===== config.mk =====
export PLATFORM = sky130hd
export DESIGN_NAME = add_accum_16_flat
export DESIGN_NICKNAME = d
export VERILOG_FILES = /design/src/rtl/add_accum_16_if.sv /design/src/rtl/add_accum_16.sv /design/src/flat_wrapper.sv
export SDC_FILE = /design/constraint.sdc
export NUM_CORES = 1
export LEC_CHECK = 0
export BUFFER_PORTS_ARGS = -buffer_cell sky130_fd_sc_hd__buf_2
export CORE_MARGIN = 10
export CORE_UTILIZATION = 40
export CTS_BUF_LIST = sky130_fd_sc_hd__clkbuf_16
export DETAILED_ROUTE_END_ITERATION = 10
export GPL_TIMING_DRIVEN = 0
export PLACE_DENSITY = 0.6
export SLEW_MARGIN = 5
export SYNTH_ARGS = -nofsm -noshare
export SYNTH_HDL_FRONTEND = slang
export SYNTH_SLANG_ARGS = --single-unit

===== constraint.sdc =====
create_clock -name clk_in -period 4 [get_ports clk_in]
set_input_delay 0.2 -clock clk_in [delete_from_list [all_inputs] [get_ports clk_in]]
set_output_delay 0.2 -clock clk_in [all_outputs]
set_load 0.05 [all_outputs]

===== src/rtl/add_accum_16_if.sv =====
// Operand and result handshake bundle for add_accum_16.
// The slave side is the accumulator; the master side is the upstream/downstream environment.
interface add_accum_16_if #(
    parameter int WIDTH   = 16,
    parameter int COUNT_W = 8
);
    logic [WIDTH-1:0]   A_in;
    logic               Valid_in;
    logic               Last_in;
    logic               Clr_in;
    logic               Ready_out;
    logic [WIDTH-1:0]   S_out;
    logic               C_out;
    logic [COUNT_W-1:0] Count_out;
    logic               Valid_out;
    logic               Ready_in;

    modport slave (
        input  A_in, Valid_in, Last_in, Clr_in, Ready_in,
        output Ready_out, S_out, C_out, Count_out, Valid_out
    );

    modport master (
        output A_in, Valid_in, Last_in, Clr_in, Ready_in,
        input  Ready_out, S_out, C_out, Count_out, Valid_out
    );
endinterface


===== src/rtl/add_accum_16.sv =====
// Streaming frame accumulator: sums operands per frame with sticky carry and a
// saturating operand count, then holds the result until the downstream accepts it.
module add_accum_16 #(
    parameter int WIDTH   = 16,
    parameter int COUNT_W = 8
) (
    input  logic          clk_in,
    input  logic          rst_in,
    add_accum_16_if.slave bus
);
    typedef enum logic [0:0] {
        ACCUM = 1'b0,
        HOLD  = 1'b1
    } state_t;

    localparam logic [COUNT_W-1:0] COUNT_MAX = {COUNT_W{1'b1}};
    localparam logic [COUNT_W-1:0] COUNT_ONE = {{(COUNT_W-1){1'b0}}, 1'b1};

    state_t             state_r;
    state_t             state_nxt_s;
    logic [WIDTH-1:0]   acc_r;
    logic [WIDTH-1:0]   acc_nxt_s;
    logic               carry_r;
    logic               carry_nxt_s;
    logic [COUNT_W-1:0] count_r;
    logic [COUNT_W-1:0] count_nxt_s;
    logic               ready_r;
    logic               valid_r;
    logic [WIDTH:0]     sum_s;
    logic               accept_s;

    // Plain (WIDTH+1)-bit add so any of the team's adder variants drops in unchanged.
    function automatic logic [WIDTH:0] wide_add(input logic [WIDTH-1:0] a, input logic [WIDTH-1:0] b);
        return {1'b0, a} + {1'b0, b};
    endfunction

    assign sum_s    = wide_add(acc_r, bus.A_in);
    assign accept_s = bus.Valid_in & ready_r;

    // Next-state and datapath update; Clr_in overrides everything, including an accept.
    always_comb begin
        state_nxt_s = state_r;
        acc_nxt_s   = acc_r;
        carry_nxt_s = carry_r;
        count_nxt_s = count_r;
        if (bus.Clr_in) begin
            state_nxt_s = ACCUM;
            acc_nxt_s   = {WIDTH{1'b0}};
            carry_nxt_s = 1'b0;
            count_nxt_s = {COUNT_W{1'b0}};
        end else begin
            case (state_r)
                ACCUM: begin
                    if (accept_s) begin
                        acc_nxt_s   = sum_s[WIDTH-1:0];
                        carry_nxt_s = carry_r | sum_s[WIDTH];
                        count_nxt_s = (count_r == COUNT_MAX) ? count_r : (count_r + COUNT_ONE);
                        state_nxt_s = bus.Last_in ? HOLD : ACCUM;
                    end else begin
                        state_nxt_s = ACCUM;
                    end
                end
                HOLD: begin
                    if (bus.Ready_in) begin
                        state_nxt_s = ACCUM;
                        acc_nxt_s   = {WIDTH{1'b0}};
                        carry_nxt_s = 1'b0;
                        count_nxt_s = {COUNT_W{1'b0}};
                    end else begin
                        state_nxt_s = HOLD;
                    end
                end
                default: begin
                    state_nxt_s = ACCUM;
                    acc_nxt_s   = {WIDTH{1'b0}};
                    carry_nxt_s = 1'b0;
                    count_nxt_s = {COUNT_W{1'b0}};
                end
            endcase
        end
    end

    // State, datapath and handshake flops; handshake outputs are decoded from the next state.
    always_ff @(posedge clk_in or posedge rst_in) begin
        if (rst_in) begin
            state_r <= ACCUM;
            acc_r   <= {WIDTH{1'b0}};
            carry_r <= 1'b0;
            count_r <= {COUNT_W{1'b0}};
            ready_r <= 1'b1;
            valid_r <= 1'b0;
        end else begin
            state_r <= state_nxt_s;
            acc_r   <= acc_nxt_s;
            carry_r <= carry_nxt_s;
            count_r <= count_nxt_s;
            ready_r <= (state_nxt_s == ACCUM);
            valid_r <= (state_nxt_s == HOLD);
        end
    end

    assign bus.Ready_out = ready_r;
    assign bus.Valid_out = valid_r;
    assign bus.S_out     = acc_r;
    assign bus.C_out     = carry_r;
    assign bus.Count_out = count_r;
endmodule


===== src/flat_wrapper.sv =====
// flat-port wrapper written by rule: the top's interface ports become plain ports
module add_accum_16_flat 
#(
    parameter int WIDTH   = 16,
    parameter int COUNT_W = 8
)
  (clk_in, rst_in, bus_A_in, bus_Valid_in, bus_Last_in, bus_Clr_in, bus_Ready_in, bus_Ready_out, bus_S_out, bus_C_out, bus_Count_out, bus_Valid_out);
  add_accum_16_if #(.WIDTH(WIDTH), .COUNT_W(COUNT_W)) bus_i ();
  input  logic clk_in;
  input  logic rst_in;
  input wire logic [$bits(bus_i.A_in)-1:0] bus_A_in;
  input wire logic [$bits(bus_i.Valid_in)-1:0] bus_Valid_in;
  input wire logic [$bits(bus_i.Last_in)-1:0] bus_Last_in;
  input wire logic [$bits(bus_i.Clr_in)-1:0] bus_Clr_in;
  input wire logic [$bits(bus_i.Ready_in)-1:0] bus_Ready_in;
  output wire logic [$bits(bus_i.Ready_out)-1:0] bus_Ready_out;
  output wire logic [$bits(bus_i.S_out)-1:0] bus_S_out;
  output wire logic [$bits(bus_i.C_out)-1:0] bus_C_out;
  output wire logic [$bits(bus_i.Count_out)-1:0] bus_Count_out;
  output wire logic [$bits(bus_i.Valid_out)-1:0] bus_Valid_out;
  assign bus_i.A_in = bus_A_in;
  assign bus_i.Valid_in = bus_Valid_in;
  assign bus_i.Last_in = bus_Last_in;
  assign bus_i.Clr_in = bus_Clr_in;
  assign bus_i.Ready_in = bus_Ready_in;
  assign bus_Ready_out = bus_i.Ready_out;
  assign bus_S_out = bus_i.S_out;
  assign bus_C_out = bus_i.C_out;
  assign bus_Count_out = bus_i.Count_out;
  assign bus_Valid_out = bus_i.Valid_out;
  add_accum_16 #(.WIDTH(WIDTH), .COUNT_W(COUNT_W)) u_core (.clk_in(clk_in), .rst_in(rst_in), .bus(bus_i));
endmodule

==> results of run 1 <==
[per-layer routing]
| metal | up-vias | wire length, um |
|---|---|---|
| met2 | 31 | 2290 |
| met1 | 815 | 2207 |
| li1 | 872 | - |
| met4 | 0 | 13 |
| met3 | 2 | 232 |
| met5 | - | 0 |
[kinds of logic (layout without fill, tap and decap cells)]
kind of cell | count (synthesis) | count (layout) | share of synthesized area [%]
compound gates | 65 | 65 | 23.96
xor+xnor | 14 | 14 | 6.397
fa+ha+maj | 18 | 18 | 12.14
buf+inv | 17 | 69 | 3.459
flops | 27 | 27 | 35.31
mux | 2 | 2 | 1.044
simple gates | 66 | 66 | 17.69
[cells in the mapped netlist (3+ instances only)]
library cell,count,area (um^2)
inv_1,11,41.29
a21o_1,7,52.55
nand3_1,8,40.04
ha_1,17,212.7
and3_1,3,18.77
a22o_1,3,26.28
clkbuf_1,4,15.01
dfrtp_1,26,650.6
xnor2_1,5,43.79
nor2_1,7,26.28
nand4_1,5,31.28
o31ai_1,3,22.52
xor2_1,9,78.83
a21oi_1,14,70.07
o21ai_0,19,95.09
nand2_1,27,101.4
[registers in the layout (all words and copies together), names as in the netlist]
register,flops
u_core.bus.Ready_out,1
u_core.bus.C_out,1
u_core.bus.S_out,16
u_core.bus.Count_out,8
u_core.state_r,1
[cell type report]
class                           instances  share of cell area, %
Buffer                                  6                  1.086
Clock buffer                            3                  3.257
Tap cell                               54                  2.932
Timing Repair Buffer                   48                  10.42
Multi-Input combinational cell        165                  50.92
Inverter                               11                  1.792
Clock inverter                          1                 0.2172
Sequential cell                        27                  29.37
[worst max-delay path, delay by kind of cell, from the launching register on]
family / cells / cell delay (ps)
buffers and inverters: 1 / 50
DFF: 1 / 370
AOI/OAI and AO/OA: 3 / 600
and+or+nand+nor: 3 / 850
adders and majority gates: 2 / 570
[per-stage QoR]
step           power [mW]  std cells
6_report            1.011        315
3_3_place_gp       0.7801        311
4_1_cts             1.022        315
3_5_place_dp       0.7835        311
5_1_grt             1.084        315
2_1_floorplan      0.6797        209
[report_power, final]
| group | total, mW | switching [mW] | leakage [nW] | internal, mW |
|---|---|---|---|---|
| sequential | 0.335 | 0.0288 | 0.362 | 0.306 |
| clock | 0.236 | 0.101 | 0.0409 | 0.135 |
| combinational | 0.440 | 0.297 | 0.795 | 0.143 |
| total | 1.01 | 0.426 | 1.20 | 0.585 |
[final timing paths]
| path | cells after the start | from | to |
|---|---|---|---|
| hold reg to reg | 1 | u_core.bus.C_out | u_core.bus.C_out |
| setup / recovery | 9 | u_core.bus.S_out[0] | u_core.bus.S_out[14] |
| hold / removal | 2 | rst_in | u_core.bus.Count_out[6] |
| setup reg to reg | 9 | u_core.bus.S_out[0] | u_core.bus.S_out[14] |
| min in group clk_in | 3 | bus_Ready_in | u_core.bus.C_out |
| max in group asynchronous | 2 | rst_in | u_core.bus.S_out[2] |
==> impl_results.md, run 1 <==
- Status: finished clean
- # fillers: 488
- Hpwl dp: 3724 um
- Footprint of the multi-input gates: 1174 um^2
- Row Count: 25
- Final Hold Fails: 0
- WL final: 4744 um
- Ys flop type: dfrtp_1
- P&R area growth vs syn: 20.23%
- Fmax achieved: 399.3 MHz
- Sink Count: 27
- First-pass GRT wire length: 8045 um
- Die W: 89.23 um
- TritonRoute pass-1 iters: 4
- Ys async rst share: 100.0%
- Post-Syn Area: roughly 1900 um^2
- Final min period: 2504 ps
- Routability cong.: 0.8417
- Initial core utilization: 40.85%
- Max VDD drop: between 0.2 and 0.25 mV
- Fin crit share: between 60% and 70%
- CTS Buffer Depth: 2
- # H-tree levels: 1
- Sequential area share after synthesis: 35.31%
- Slew Limit Fails: 0
- Area after DPL: 2225 um^2
- N_diodes: 0
- Global Route Usage Sum: roughly 12%
- Wire per inst: 15.06 um
- Clock-pin slew on the worst setup and hold paths: 70 ps
- Critical setup path kind: flip-flop to flip-flop
- Pwr/cell area: 438.8 nW/um^2
- Initial DRC count: 45
- Via density: 5.460
- Initial antenna violation count: 0
- Crit. End Element: flip-flop
- Final #Nets: 302
- Hold crit path type: primary input to async pin
- Post-CTS Setup Bufs: 0
- Syn nets: ~250
- Final setup margin: 1496 ps
- IO Count: 49
- R2R setup slack: 1500 ps
- Global Route met3 Usage: 3.008%
- CP max-delay cell: or4_1
- # DRC: 0
- CP Launch Type: flip-flop
- Vias: 1720
- Clk Latency, worst-skew pair: roughly 260 ps
- Synth unique cells: 50
- Ys Warns: 0
- Global routing usage on met2: between 20% and 30%
- Number of synthesized flops with an enable pin: 0
- Final Skew: 5.614 ps
- Vias in the first global route: between 1500 and 2000
- CP cell instances: ha_1 -> inv_1 -> fa_1 -> and2b_1 -> o211ai_2 -> a31oi_4 -> a41oi_1 -> or4_1 -> nand3_1
- IO Port Bufs: 48
- CTS tree: done
- Dpl ws: 1510 ps
- Die height: 89.23 um
- Post-CTS sizing: 0
- Hold_buf cts: 0
- Largest net degree at the start of global routing: 28
- Final core utilization: 49.12%
- Total grt overflow: 0
- Worst hold slack: 189.7 ps
- Root Buffer: clkbuf_16
- Commonest non-fill, non-tap cell in the layout: buf_2
- RSZ-0062 raised after global routing: false
- Worst Max-Slew Pin Slew: approximately 1100 ps
- Fin Setup TNS: 0 ps
- Worst EP required: 4200 ps
- Die Area: 7961 um^2
- Rel. slew slack: 29.26%
- Core area: 4692 um^2
- Layout cell share with drive strength beyond 1: 24.52%
- Leak Pwr: ~1.2 nW
- Synthesized flop and latch total: 27
- Crit path DAT: between 2000 and 3000 ps
- Busiest metal layer after global routing: met2
- Met1 usage: between 15 and 20%
- Post-route cell area: 2305 um^2
- Number of routed nets with antenna violations: 0
- Synth Area per Inst: 9.171 um^2
- Most frequent cells in the layout: buf_2 (50), nand2_1 (27), dfrtp_1 (26)
- CTS buffer count: 3
- Mapped Cells: 209
- Max-cap violations: 0
- Total area of sequential cells: 676.9 um^2
- Final setup fails: 0
- Crit-path max FO: 4
- CP max stage delay: 500 ps
Power figures use the tool's default switching activity.
==> run 2: changes to the inputs <==
--- a/config.mk
+++ b/config.mk
@@ -5,13 +5,14 @@
 export SDC_FILE = /design/constraint.sdc
 export NUM_CORES = 1
 export LEC_CHECK = 0
+export ABC_AREA = 1
 export BUFFER_PORTS_ARGS = -buffer_cell sky130_fd_sc_hd__buf_2
 export CORE_MARGIN = 10
 export CORE_UTILIZATION = 40
 export CTS_BUF_LIST = sky130_fd_sc_hd__clkbuf_16
 export DETAILED_ROUTE_END_ITERATION = 10
 export GPL_TIMING_DRIVEN = 0
-export PLACE_DENSITY = 0.6
+export PLACE_DENSITY = 0.61
 export SLEW_MARGIN = 5
 export SYNTH_ARGS = -nofsm -noshare
 export SYNTH_HDL_FRONTEND = slang
==> constraint.sdc (replaced) <==
create_clock -name clk_in -period 2.2 [get_ports clk_in]
set_input_delay 0.11 -clock clk_in [delete_from_list [all_inputs] [get_ports clk_in]]
set_output_delay 0.11 -clock clk_in [all_outputs]
set_load 0.05 [all_outputs]
==> impl_results.md, run 2 <==
- CTS tree: done
- Most frequent cells in the layout: nand2_1 (123), inv_1 (50), buf_2 (48)
- Post-route cell area: 2610 um^2 (+13%)
- Final #Nets: 418 (+38%)
- Number of routed nets with antenna violations: 0 (unchanged)
- Hpwl dp: 4397 um (+18%)
- Via density: 4.747 (-13%)
- Mapped Cells: 325 (+56%)
- CTS Buffer Depth: 2 (unchanged)
- Clk Latency, worst-skew pair: 270 ps (about the same)
- Ys async rst share: 100.0% (unchanged)
- Routability cong.: 0.8529 (+1.3%)
- Mux share of post-synthesis cell area: 0% (-1.0 points)
- Commonest non-fill, non-tap cell in the layout: nand2_1
- Syn nets: 365 (+47%)
- Area after DPL: 2527 um^2 (+14%)
- Pwr/cell area: 710.5 nW/um^2 (+62%)
- Crit path DAT: 2000 ps (-710 ps)
- WL final: 5470 um (+15%)
- Footprint of the multi-input gates: 1291 um^2 (+10%)
- Commonest cells in the netlist: nand2_1 (123), inv_1 (50), dfrtp_1 (26)
- Final Skew: 4.593 ps (-1.021 ps)
- Slew Limit Fails: 0 (unchanged)
- Max VDD drop: 0.4253 mV (+88%)
- Hold_buf cts: 0 (unchanged)
- Total grt overflow: 0 (unchanged)
- IO Count: 49 (unchanged)
- Wire per inst: 12.24 um (-19%)
- Max-cap violations: 0 (unchanged)
- Worst EP required: 2360 ps (-1840 ps)
- TritonRoute pass-1 iters: 4 (unchanged)
- Fmax achieved: 541.9 MHz (+36%)
- Final min period: 1845 ps (-659.0 ps)
- Status: finished clean
- Die height: 94.16 um (+5.5%)
- Global Route Usage Sum: 12.75% (+0.45 points)
- Area share of fa/ha/maj cells after synthesis: 10.58% (-1.6 points)
- IO Port Bufs: 48 (unchanged)
- Sink Count: 27 (unchanged)
- CP cell instances: ha_1 -> inv_1 -> fa_1 -> inv_1 -> nand3_1 -> nand3_1 -> nand3_1 -> nand3_1 -> nand2_1 -> nand3_1 -> nand2_1
- Post-Syn Area: 2200 um^2 (+15%)
- Initial core utilization: 42.26% (+1.4 points)
- Largest net degree at the start of global routing: 28 (unchanged)
- Crit-path max FO: 4 (unchanged)
- Initial DRC count: 87 (+93%)
- Synthesized flop and latch total: 27 (unchanged)
- RSZ-0062 raised after global routing: false
- Final Hold Fails: 0 (unchanged)
- Fin crit share: 83.88% (+21 points)
- # fillers: 545 (+12%)
- Number of flip-flops in the largest register: 16 (unchanged)
- Final setup fails: 0 (unchanged)
- CTS buffer count: 3 (unchanged)
- First-pass GRT wire length: 9294 um (+16%)
- Most common cell in the netlist: nand2_1
- Sequential area share after synthesis: 30.77% (-4.5 points)
- CP dominant cell by count: nand3_1
- # H-tree levels: 1 (unchanged)
- XOR/XNOR Fraction of Synth Area: 1.195% (-5.2 points)
- Clock-pin slew on the worst setup and hold paths: 70 ps (about the same)
- Die Area: 8865 um^2 (+11%)
- Dominant cells by area after synthesis: dfrtp_1 (30%), nand2_1 (21%), ha_1 (9.7%)
- P&R area growth vs syn: 18.66%
- N_diodes: 0 (unchanged)
- Ys flop type: dfrtp_1
- CP max stage delay: 370 ps (-130 ps)
- Synth unique cells: 36 (-28%)
- Die W: 94.16 um (+5.5%)
- Number of synthesized flops with an enable pin: 0 (unchanged)
- Initial antenna violation count: 0 (unchanged)
- CP Launch Type: flip-flop
- Layout cell share with drive strength beyond 1: 19.63% (-4.9 points)
- Synth Area in Simple Gates: 38.00% (+20 points)
- Post-CTS Setup Bufs: 0 (unchanged)
- Crit. End Element: flip-flop
- Worst Max-Slew Pin Slew: 1063 ps (+3.403 ps)
- # DRC: 0 (unchanged)
- CP max-delay cell: dfrtp_1
- Vias: 2122 (+23%)
- Vias in the first global route: 2033 (+15%)
- Root Buffer: clkbuf_16
- Rel. slew slack: 29.04% (-0.23 points)
- Hold crit path type: primary input to async pin
- Ys Warns: 0 (unchanged)
- Core area: 5205 um^2 (+11%)
- Compound-gate portion of the synthesized area: 8.931% (-15 points)
- Post-synth top area share: 29.58% (-4.4 points)
- Fin Setup TNS: 0 ps (unchanged)
- Yosys top cell by area: dfrtp_1
- Leak Pwr: 1.545 nW (+29%)
- Synth Area per Inst: 6.768 um^2 (-26%)
- Post-CTS sizing: 0 (unchanged)
- Total area of sequential cells: 676.9 um^2 (unchanged)
- Row Count: 26 (+4.0%)
- Largest family of logic cells by synthesized area: simple AND/OR/NAND/NOR gates
- Critical setup path kind: flip-flop to flip-flop
==> run 2: final cells by class <==
class                   count  share of cell area [%]
flip-flops and latches     27                   25.93
inverters                  54                   8.150
repair buffers             48                   9.204
multi-input cells         242                   49.47
clock buffers               3                   2.876
plain buffers               2                  0.7191
clock inverters             1                  0.2876
well taps                  70                   3.356
==> run 2: final timing paths <==
check / to / cells after the start / slack [ps] / start
min reg2reg: u_core.bus.S_out[12] / 2 / 510 / u_core.bus.S_out[12]
max: u_core.bus.S_out[12] / 11 / 350 / u_core.bus.S_out[0]
max reg2reg: u_core.bus.S_out[12] / 11 / 350 / u_core.bus.S_out[0]
max in group asynchronous: u_core.bus.Count_out[4] / 2 / 1460 / rst_in
min: u_core.bus.S_out[13] / 2 / 100 / rst_in
min in group clk_in: u_core.bus.Ready_out / 4 / 140 / bus_Last_in
==> run 2: power by group <==
group / total, mW / internal, mW / switching [mW]
logic: 0.809 / 0.236 / 0.574
clock network: 0.438 / 0.248 / 0.190
registers: 0.608 / 0.554 / 0.0532
total: 1.85 / 1.04 / 0.817
==> run 2: routing by layer <==
| metal | global-route usage (%) | vias to the layer above | share of wire, % |
|---|---|---|---|
| li1 | - | 1131 | - |
| met2 | 20.31 | 36 | 45 |
| met3 | 3.357 | 5 | 5.2 |
| met1 | 16.35 | 950 | 49 |
| met4 | 3.797 | 0 | 0.97 |
| met5 | 0 | - | 0 |
==> run 2: kinds of logic after synthesis <==
kind of cell / count (synthesis)
xor+xnor: 3
simple gates: 188
fa+ha+maj: 18
buf+inv: 56
compound gates: 33
flops: 27
==> run 2: stage by stage <==
stage / instances / total power [mW] / setup slack, ps / hold WS (ps) / utilization [%]
final: 447 / 1.854 / 354.6 / 96.65 / 50.14
after global routing: 447 / 1.991 / 130.6 / 152.7 / 50.14
after CTS: 447 / 1.875 / 347.7 / 139.0 / 50.14
after detailed placement: 443 / 1.430 / 368.3 / 423.0 / 48.56
after global placement: 443 / 1.421 / 393.0 / 415.0 / 48.56
after floorplan: 325 / 1.236 / 236.0 / 162.0 / -
==> run 2: critical path, delay by kind of cell, from the launching register on <==
family,cells,cell delay (ps)
buffers and inverters,2,150
and+or+nand+nor,7,680
DFF,1,370
adders and majority gates,2,520
==> run 3: changes to the inputs <==
--- a/config.mk
+++ b/config.mk
@@ -12,7 +12,7 @@
 export CTS_BUF_LIST = sky130_fd_sc_hd__clkbuf_16
 export DETAILED_ROUTE_END_ITERATION = 10
 export GPL_TIMING_DRIVEN = 0
-export PLACE_DENSITY = 0.61
+export PLACE_DENSITY = 0.59
 export SLEW_MARGIN = 5
 export SYNTH_ARGS = -nofsm -noshare
 export SYNTH_HDL_FRONTEND = slang
==> constraint.sdc (replaced) <==
create_clock -name clk_in -period 1.8 [get_ports clk_in]
set_input_delay 0.09 -clock clk_in [delete_from_list [all_inputs] [get_ports clk_in]]
set_output_delay 0.09 -clock clk_in [all_outputs]
set_load 0.05 [all_outputs]
==> impl_results.md, run 3 (synthesis results as in run 2) <==
- Status: finished clean
- Number of routed nets with antenna violations: 0 (unchanged)
- Crit path from: u_core.bus.S_out[2]
- R2r startpoint: u_core.bus.S_out[2]
- Number of flip-flops in the largest register: 16 (unchanged)
- Pwr/cell area: 860.5 nW/um^2 (+21%)
- CTS Buffer Depth: 2 (unchanged)
- Footprint of the multi-input gates: 1394 um^2 (+7.9%)
- Most frequent cells in the layout: nand2_1 (118), inv_1 (49), buf_2 (48)
- Die height: 94.16 um (unchanged)
- Global Route Usage Sum: 13.55% (+0.80 points)
- # DRC: 0 (unchanged)
- Non-filler cells, final: 448 (+0.22%)
- Final min period: 1642 ps (-203.1 ps)
- Max VDD drop: 0.4369 mV (+2.7%)
- Root Buffer: clkbuf_16
- Wire per inst: 12.74 um (+4.1%)
- Met1 Routed Length: 2874 um (+7.7%)
- Hold crit path type: primary input to async pin
- Total grt overflow: 0 (unchanged)
- Routability cong.: 0.8867 (+4.0%)
- Leak Pwr: 1.551 nW (+0.41%)
- CTS tree: done
- Critical setup path kind: flip-flop to flip-flop
- CP Launch Type: flip-flop
- Total area of sequential cells: 679.4 um^2 (+0.37%)
- P&R area growth vs syn: 23.78%
- Final setup fails: 0 (unchanged)
- Initial antenna violation count: 0 (unchanged)
- Initial DRC count: 105 (+21%)
- Largest net degree at the start of global routing: 28 (unchanged)
- Top Metal Used: met4
- Number of placed cells counting well taps: 443 (unchanged)
- TritonRoute pass-1 iters: 4 (unchanged)
- Commonest non-fill, non-tap cell in the layout: nand2_1
- Max-cap violations: 0 (unchanged)
- Worst Max-Slew Pin Slew: 1111 ps (+47.64 ps)
- IO Count: 49 (unchanged)
- # H-tree levels: 1 (unchanged)
- Fin crit share: 91.24% (+7.4 points)
- Clock-pin slew on the worst setup and hold paths: 80 ps (about the same)
- Die W: 94.16 um (unchanged)
- WL final: 5708 um (+4.4%)
- Layout cell share with drive strength beyond 1: 25.13% (+5.5 points)
- Core area: 5205 um^2 (unchanged)
- Via density: 4.728 (-0.41%)
- Die Area: 8865 um^2 (unchanged)
- N_diodes: 0 (unchanged)
- Routed wl met3: 288 um (+1.4%)
- Final Hold Fails: 0 (unchanged)
- Clk Latency, worst-skew pair: 270 ps (about the same)
- Final Skew: 6.475 ps (+1.882 ps)
- Hold_buf cts: 0 (unchanged)
- Hpwl dp: 4503 um (+2.4%)
- Final #Nets: 419 (+0.24%)
- CTS buffer count: 3 (unchanged)
- # fillers: 566 (+3.9%)
- Crit-path max FO: 5 (+1)
- Rel. slew slack: 25.86% (-3.2 points)
- Routed wl met2: 2490 um (+1.1%)
- First-pass GRT wire length: 9929 um (+6.8%)
- Row Count: 26 (unchanged)
- Crit path DAT: 1800 ps (-200 ps)
- Vias in the first global route: 2189 (+7.7%)
- Vias: 2118 (-0.19%)
- RSZ-0062 raised after global routing: true
- Slew Limit Fails: 0 (unchanged)
- IO Port Bufs: 48 (unchanged)
- Initial core utilization: 42.26% (unchanged)
- Power Total: 2.343 mW (+26%)
- Worst EP required: 1960 ps (-400 ps)
- Sink Count: 27 (unchanged)
- Fmax achieved: 608.9 MHz (+12%)
- Crit. End Element: flip-flop
-- run 3: cell types whose count changed in the layout (fill, tap and decap cells not counted), moves of 4 or more --
cell,delta
ha_1,-7
ha_4,+5
nand2_1,-5
nand2_2,+5
nand3_1,-4
nand3_2,+4
-- run 3: per-layer routing --
metal	global-route usage, %	vias up
met3	3.277	5
met2	21.11	42
li1	-	1131
met4	3.291	0
met5	0	-
met1	18.20	940
-- run 3: critical path, cell delays in order, from the launching register on --
cell,delay [ps]
dfrtp_1,420
ha_4,270
or2_1,240
nand3_1,90
nand2_1,130
nand2_1,150
nand3_1,90
nand3_1,90
nand2_1,50
-- run 3: layout make-up --
cell class,instances,area share [%]
plain buffers,2,0.6893
clock buffers,3,2.757
clock inverters,1,0.2757
inverters,54,7.813
multi-input cells,242,51.19
flip-flops and latches,27,24.95
well taps,70,3.217
repair buffers,49,9.099
-- run 3: metrics by stage --
| stage | setup WS [ps] | cell area, um^2 | hold slack (ps) | utilization, % | setup TNS [ps] |
|---|---|---|---|---|---|
| 2_1_floorplan | 2.264 | 2215 | 141.8 | - | 0 |
| 3_3_place_gp | 45.02 | 2542 | 409.5 | 48.85 | 0 |
| 3_5_place_dp | 9.878 | 2542 | 397.3 | 48.85 | 0 |
| 4_1_cts | 43.37 | 2630 | 117.3 | 50.53 | 0 |
| 5_1_grt | -0.2061 | 2723 | 129.7 | 52.31 | -0.2061 |
| 6_report | 157.7 | 2723 | 90.57 | 52.31 | 0 |
-- run 3: repair_timing --
item / 4_1_cts / 5_1_grt
endpoints found under the setup margin: 1 / 9
buffers inserted: 0 / 1
hold endpoints to repair: 0 / 0
gates resized for setup: 1 / 16
pin swaps: 0 / 1
-- run 3: path summary, 6_finish.rpt --
path                                   endpoint  slack (ps)  cells after the start
max                        u_core.bus.S_out[13]         160                      8
min                        u_core.bus.S_out[10]          90                      2
max reg2reg                u_core.bus.S_out[13]         160                      8
min reg2reg                u_core.bus.S_out[14]         510                      2
max in group asynchronous   u_core.bus.S_out[0]         960                      2
min in group clk_in        u_core.bus.Ready_out         120                      4
-- run 3: power breakdown --
group	switching, mW	internal (mW)
sequential	0.0718	0.678
clock	0.242	0.303
combinational	0.722	0.325
total	1.04	1.31
